### src/rtl/fact_bus_if.sv
// Bus front end for the factorial accelerator:
// operand latch, go/done handshake, sticky status.
module fact_bus_if #(
  parameter int DW      = 32,
  parameter int NW      = 4,
  parameter int MAX_N   = 12,
  parameter int TIMEOUT = 64
) (
  input  logic          clk,
  input  logic          rst,
  input  logic          we,
  input  logic [1:0]    a,
  input  logic [DW-1:0] wd,
  output logic [DW-1:0] rd,
  output logic [NW-1:0] fact_n,
  output logic          fact_go,
  output logic          fact_err,
  input  logic          fact_done,
  input  logic [DW-1:0] fact_result,
  output logic          busy
);

  localparam int WW = $clog2(TIMEOUT) + 1;
  localparam logic [WW-1:0] WD_TERM = WW'(TIMEOUT - 1);

  typedef enum logic [1:0] {
    S_IDLE,
    S_START,
    S_BUSY
  } state_t;

  state_t        state_q, state_d;
  logic [NW-1:0] n_q, n_d;
  logic [DW-1:0] res_q, res_d;
  logic          done_q, done_d;
  logic          err_q, err_d;
  logic [WW-1:0] wdog_q, wdog_d;

  logic n_wr;
  logic go_wr;

  assign n_wr  = we && (a == 2'd0);
  assign go_wr = we && (a == 2'd1) && wd[0];

  assign fact_n   = n_q;
  assign fact_err = 32'(n_q) > 32'(MAX_N);

  // Next-state and handshake outputs; operand frozen outside IDLE.
  always_comb begin
    state_d = state_q;
    n_d     = n_q;
    res_d   = res_q;
    done_d  = done_q;
    err_d   = err_q;
    wdog_d  = wdog_q;
    fact_go = 1'b0;
    busy    = 1'b0;
    unique case (state_q)
      S_IDLE: begin
        if (n_wr) n_d = wd[NW-1:0];
        if (go_wr) begin
          done_d = 1'b0;
          err_d  = fact_err;
          if (!fact_err) state_d = S_START;
        end
      end
      S_START: begin
        fact_go = 1'b1;
        busy    = 1'b1;
        wdog_d  = '0;
        state_d = S_BUSY;
      end
      S_BUSY: begin
        busy   = 1'b1;
        wdog_d = wdog_q + WW'(1);
        if (fact_done) begin
          res_d   = fact_result;
          done_d  = 1'b1;
          state_d = S_IDLE;
        end else if (wdog_q == WD_TERM) begin
          err_d   = 1'b1;
          done_d  = 1'b0;
          state_d = S_IDLE;
        end
      end
      default: state_d = S_IDLE;
    endcase
  end

  // Register read mux; unmapped bits read zero.
  always_comb begin
    rd = '0;
    unique case (a)
      2'd0: rd[NW-1:0] = n_q;
      2'd1: rd[0]      = busy;
      2'd2: rd[1:0]    = {err_q, done_q};
      2'd3: rd         = res_q;
      default: rd      = '0;
    endcase
  end

  // State and register update with synchronous reset.
  always_ff @(posedge clk) begin
    if (rst) begin
      state_q <= S_IDLE;
      n_q     <= '0;
      res_q   <= '0;
      done_q  <= 1'b0;
      err_q   <= 1'b0;
      wdog_q  <= '0;
    end else begin
      state_q <= state_d;
      n_q     <= n_d;
      res_q   <= res_d;
      done_q  <= done_d;
      err_q   <= err_d;
      wdog_q  <= wdog_d;
    end
  end

endmodule

### config.mk
export PLATFORM = sky130hd
export DESIGN_NAME = fact_bus_if
export DESIGN_NICKNAME = d
export VERILOG_FILES = /design/src/rtl/fact_bus_if.sv
export SDC_FILE = /design/constraint.sdc
export NUM_CORES = 1
export LEC_CHECK = 0
export CELL_PAD_IN_SITES_DETAIL_PLACEMENT = 1
export CELL_PAD_IN_SITES_GLOBAL_PLACEMENT = 1
export CORE_MARGIN = 5
export CORE_UTILIZATION = 23
export CTS_BUF_LIST = sky130_fd_sc_hd__clkbuf_8
export DETAILED_ROUTE_END_ITERATION = 10
export GPL_TIMING_DRIVEN = 0
export HOLD_SLACK_MARGIN = 0.08
export MAX_ROUTING_LAYER = met4
export PLACE_DENSITY = 0.66
export SLEW_MARGIN = 10
export SYNTH_ARGS = -nofsm -noshare
export SYNTH_HDL_FRONTEND = slang
export SYNTH_SLANG_ARGS = --single-unit
export TNS_END_PERCENT = 100
### constraint.sdc
create_clock -name clk -period 3.3 [get_ports clk]
set_input_delay 0.33 -clock clk [delete_from_list [all_inputs] [get_ports clk]]
set_output_delay 0.33 -clock clk [all_outputs]
set_load 0.03 [all_outputs]
Yosys cells after proc, flatten, opt, wreduce, memory -nomap -nowiden
Cells that the tools add are included.
Widths: inputs -> output; s select.
{"block": "totals", "wordCells": 52, "regBits": 47, "input_bits": 70, "output_inout_bits": 39}
{"block": "classes", "n_eq_ne": 11, "magnitude_cmp": 1, "addsub": 1, "n_mux": 20, "reduce_logical": 13}
{"cell": "$mux 28", "n": 1}
{"cell": "$pmux 7 s2", "n": 1}
{"cell": "$mux 1", "n": 8}
{"cell": "$mux 2", "n": 4}
{"cell": "$ne 2x2->1 const B", "n": 4}
{"cell": "$add 7x1->7 const B", "n": 1}
{"cell": "$eq 7x6->1 const B", "n": 1}
{"cell": "$eq 2x2->1 const B", "n": 3}
{"cell": "$pmux 2 s3", "n": 1}
{"cell": "$reduce_and 3->1", "n": 2}
{"cell": "$eq 2x1->1 const B", "n": 2}
{"cell": "$gt 4x4->1 const B", "n": 1}
{"cell": "$logic_not 2->1", "n": 2}
{"cell": "$pmux 1 s2", "n": 2}
{"cell": "$pmux 1 s4", "n": 1}
{"cell": "$pmux 2 s2", "n": 1}
{"cell": "$reduce_and 2->1", "n": 2}
{"cell": "$reduce_and 4->1", "n": 1}
{"cell": "$reduce_bool 2->1", "n": 2}
{"cell": "$logic_and 1x1->1", "n": 3}
{"cell": "$ne 3x3->1 const B", "n": 1}
{"cell": "$pmux 1 s3", "n": 1}
{"cell": "$reduce_or 2->1", "n": 1}

Depth between registers and ports, before layout
{"block": "depth", "word_depth": 5, "ltp_mapped": 7, "mapped_depth_nobuf": 6}

Worst setup path after synthesis
No wires, ideal clock.
{"block": "synth_path", "path_kind": "reg-to-output", "from": "register state_q[0]", "to": "output rd[0]", "stages_incl_launch_ff": 6, "t_arrival_ns": 1.656, "setup_slack_ns": 1.314, "path_cell_list": "dfxtp_1 inv_1 ha_1 buf_2 a222oi_1 mux2i_1"}
{"block": "synth_via", "elab_chain_cells": 4, "elab_cells_between_ends": 5, "cone_classes": "eq/ne (2); mux (2); reduce/logical (1)"}
{"item": "from (decl)", "line": "32", "text": "state_t state_q, state_d;"}
{"item": "from (signal assigned)", "line": "112", "text": "state_q <= state_d;"}
{"item": "$eq 2x2->1 / $eq 2x1->1 (equally long branches)", "line": "58", "text": "unique case (state_q)"}
{"item": "$reduce_or 2->1 (no source line) (*)"}
{"item": "$mux 1 (*)", "line": "58"}
{"item": "via busy", "line": "20", "text": "output logic busy"}
{"item": "$pmux 1 s4 (*)", "line": "93", "text": "unique case (a)"}
{"item": "to (decl)", "line": "14", "text": "output logic [DW-1:0] rd,"}
Mark *: on every way through the listed nets, which the timed path passes. The rest lies on a longest branch.

Worst setup path after layout
{"block": "layout_path", "from": "input a[0]", "to": "output rd[2]"}
{"block": "layout_via", "elab_chain_cells": 2, "elab_cells_between_ends": 3, "cone_classes": "eq/ne (1); mux (1); reduce/logical (1)"}
{"item": "from (decl)", "line": "12", "text": "input logic [1:0] a,"}
{"item": "$eq 2x2->1 / $logic_not 2->1 (equally long branches)", "line": "93"}
{"item": "$pmux 2 s2 (*)", "line": "93"}
Every way passes the cells marked *; elsewhere a longest branch is shown, timed or not.

==> run metrics <==
outcome=finished, final reports clean; CTS Buffer Depth=2; overall global routing resource usage=11.8%; Gate Count Post-Synth=266; post-route ant nets=0; ANT cells=0; FF-to-FF path depth=6; drt pass-1 iters=4; final wirelength=6500 um; fin. max-slew vios=0; CTS Hold Bufs=0; Critical R2R Capture=res_q[2]; Tmin final=2750 ps; CP endpoint kind=primary output; sequential fraction of the synthesis area=43.6%; Worst slew margin=64.6%; per-cell routed wire length=14.0 um; EDFF count, synth=0; num ports=109; Synth Area in Compound Gates=12.9%; die area=11,400 sq um; global-route wire length before repair=10,700 um; H-tree levels=2; Placer Congestion=0.711; routed vias=2,061; Simple-Gate Fraction of Synth Area=27.5%; yosys warns=0; Layout area overhead=49.2%; combinational family with the most area after synthesis=simple AND/OR/NAND/NOR gates; Initial Utilization=23.4%; dominant synthesized flop cell=dfxtp_1; Remaining DRCs=0; Die Ht=107 um; pwr dens=433 nW/um^2; RSZ-0062 raised after global routing=no; min-delay src=res_q[27]; Setup crit start kind=input port; CTS root buffer=clkbuf_8; syn_area_per_cell=8.10 sq um; Worst EP arrival=2420 ps; Setup Buffers After CTS=0; async set-reset flop share out of synthesis=0%; critical path peak fanout=10; FF-to-FF Start=state_q[0]; P_leak=1.19 nW; initial antenna violation count=0; Setup Skew=5.65 ps; hold worst-path end=res_q[27]; IO Port Bufs=80; Max Cap Viol=0; Final #Nets=434; clock latency on the worst-skew pair=300 ps; Reg2Reg Setup Slack=1510 ps; Final Hold Vio Count=0; Initial DRC Count=46; #FFs+latches synth=47; Overflow after GRT=0; Layout Utilization=35.0%; post-synthesis adder-cell area fraction=6.38%; maximum clock frequency=363 MHz; mux contribution to synthesized area=3.77%; Critical Path RT=2970 ps; Worst Hold Path Cells=2; Die Width=107 um; WS Path Type=in2out; Worst Tran Pin Value=532 ps; largest net degree at the start of global routing=16; number of CTS-inserted buffers=5; Core Region=9200 sq um; share of cells above drive strength 1=5.08%; Post-DP HPWL=5190 um; Hold Path Class=reg2reg; CTS tree=done; vias in the first global route=2,156; count of cell types in the netlist=29; Post-Syn Area=2160 sq um; Clock transition at path regs=90 ps; XOR/XNOR share of the synthesized area=1.63%; worst hold slack=453 ps; Synth Net Count=347; Max IR drop VDD=0.304 mV; clk sinks=47; final worst path period share=83.5%; Rows=35; Via density=4.43; cts repair resizes=0; setup_tns=0 ps; final setup fails=0
==> cell type report <==
| type | count | area (sq um) |
|---|---|---|
| plain buffers | 15 | 63.8 |
| clock buffers | 6 | 82.6 |
| clock inverters | 2 | 38.8 |
| fillers | 1119 | 5980 |
| inverters | 7 | 26.3 |
| multi-input cells | 197 | 1120 |
| flip-flops and latches | 47 | 941 |
| well taps | 111 | 139 |
| repair buffers | 80 | 801 |
==> per-stage QoR <==
| stage | instances | power, W | worst slack (ps) | cell area, sq um |
|---|---|---|---|---|
| after floorplan | 266 | 0.000820 | 1310 | 2160 |
| after CTS | 465 | 0.00142 | 514 | 3220 |
| after global placement | 457 | 0.000949 | 531 | 3100 |
| after detailed placement | 457 | 0.000960 | 528 | 3100 |
| after global routing | 465 | 0.00148 | 381 | 3220 |
| final | 465 | 0.00139 | 545 | 3220 |
==> synthesized netlist by cell type (2+ instances only) <==
| master | instances | area (sq um) |
|---|---|---|
| and2_1 | 29 | 181 |
| dfxtp_1 | 47 | 941 |
| a222oi_1 | 2 | 20.0 |
| buf_1 | 2 | 7.51 |
| inv_1 | 7 | 26.3 |
| nand2_1 | 73 | 274 |
| ha_1 | 11 | 138 |
| nor2_1 | 13 | 48.8 |
| clkbuf_1 | 7 | 26.3 |
| a22oi_1 | 3 | 22.5 |
| a21oi_1 | 35 | 175 |
| buf_2 | 6 | 30.0 |
| mux2i_1 | 7 | 70.1 |
| xor2_1 | 4 | 35.0 |
| nand4_1 | 2 | 12.5 |
| o21ai_0 | 2 | 10.0 |
| nand3_1 | 4 | 20.0 |
==> routing by layer <==
metal | vias up | global-route usage, % | part of all wire [%]
li1 | 1038 | - | -
met1 | 970 | 14.5 | 46
met2 | 51 | 20.2 | 49
met3 | 2 | 3.13 | 5.2
met4 | 0 | 1.37 | 0.15
met5 | - | - | 0
==> where the power goes <==
part           internal [W]  leakage, nW  switching (W)  total (W)
logic              0.000145        0.752       0.000180   0.000325
registers          0.000598        0.379      0.0000189   0.000617
clock network      0.000249       0.0618       0.000200   0.000449
==> how the worst max path moves through the flow <==
stage | slack, ps | end | start | cells after the start
after CTS | 510 | rd[2] | a[0] | 6
final | 550 | rd[2] | a[0] | 6
after global routing | 380 | rd[2] | a[0] | 6
after detailed placement | 530 | rd[2] | a[0] | 6
after global placement | 530 | rd[2] | a[0] | 6
after floorplan | 1310 | rd[0] | state_q[0] | 5
==> state kept, by name (all words and copies together) (netlist names) <==
name,count
done_q,1
err_q,1
fact_n,4
res_q,32
state_q,2
wdog_q,7
==> kinds of logic after synthesis <==
| group | count (synthesis) |
|---|---|
| flops | 47 |
| compound gates | 46 |
| mux | 8 |
| fa+ha+maj | 11 |
| buf+inv | 22 |
| xor+xnor | 4 |
| simple gates | 128 |
==> critical path, stage by stage <==
cell and delay (ps):
clkdlybuf4s50_1 540, ha_1 290, clkbuf_1 350, a22oi_1 120, nor2_1 110, clkdlybuf4s50_1 680
==> cells in the final DEF (no fill, tap or decap), drive strengths merged, types with 2 or more instances in the layout <==
cell type / count
and2: 29
nor2: 13
clkbuf: 13
a222oi: 2
nand2: 73
inv: 8
buf: 8
mux2i: 7
xor2: 4
a22oi: 4
ha: 11
nand4: 2
dfxtp: 47
nand3: 4
a21oi: 35
o21ai: 2
clkdlybuf4s50: 80
(Power assumes the default switching activity.)
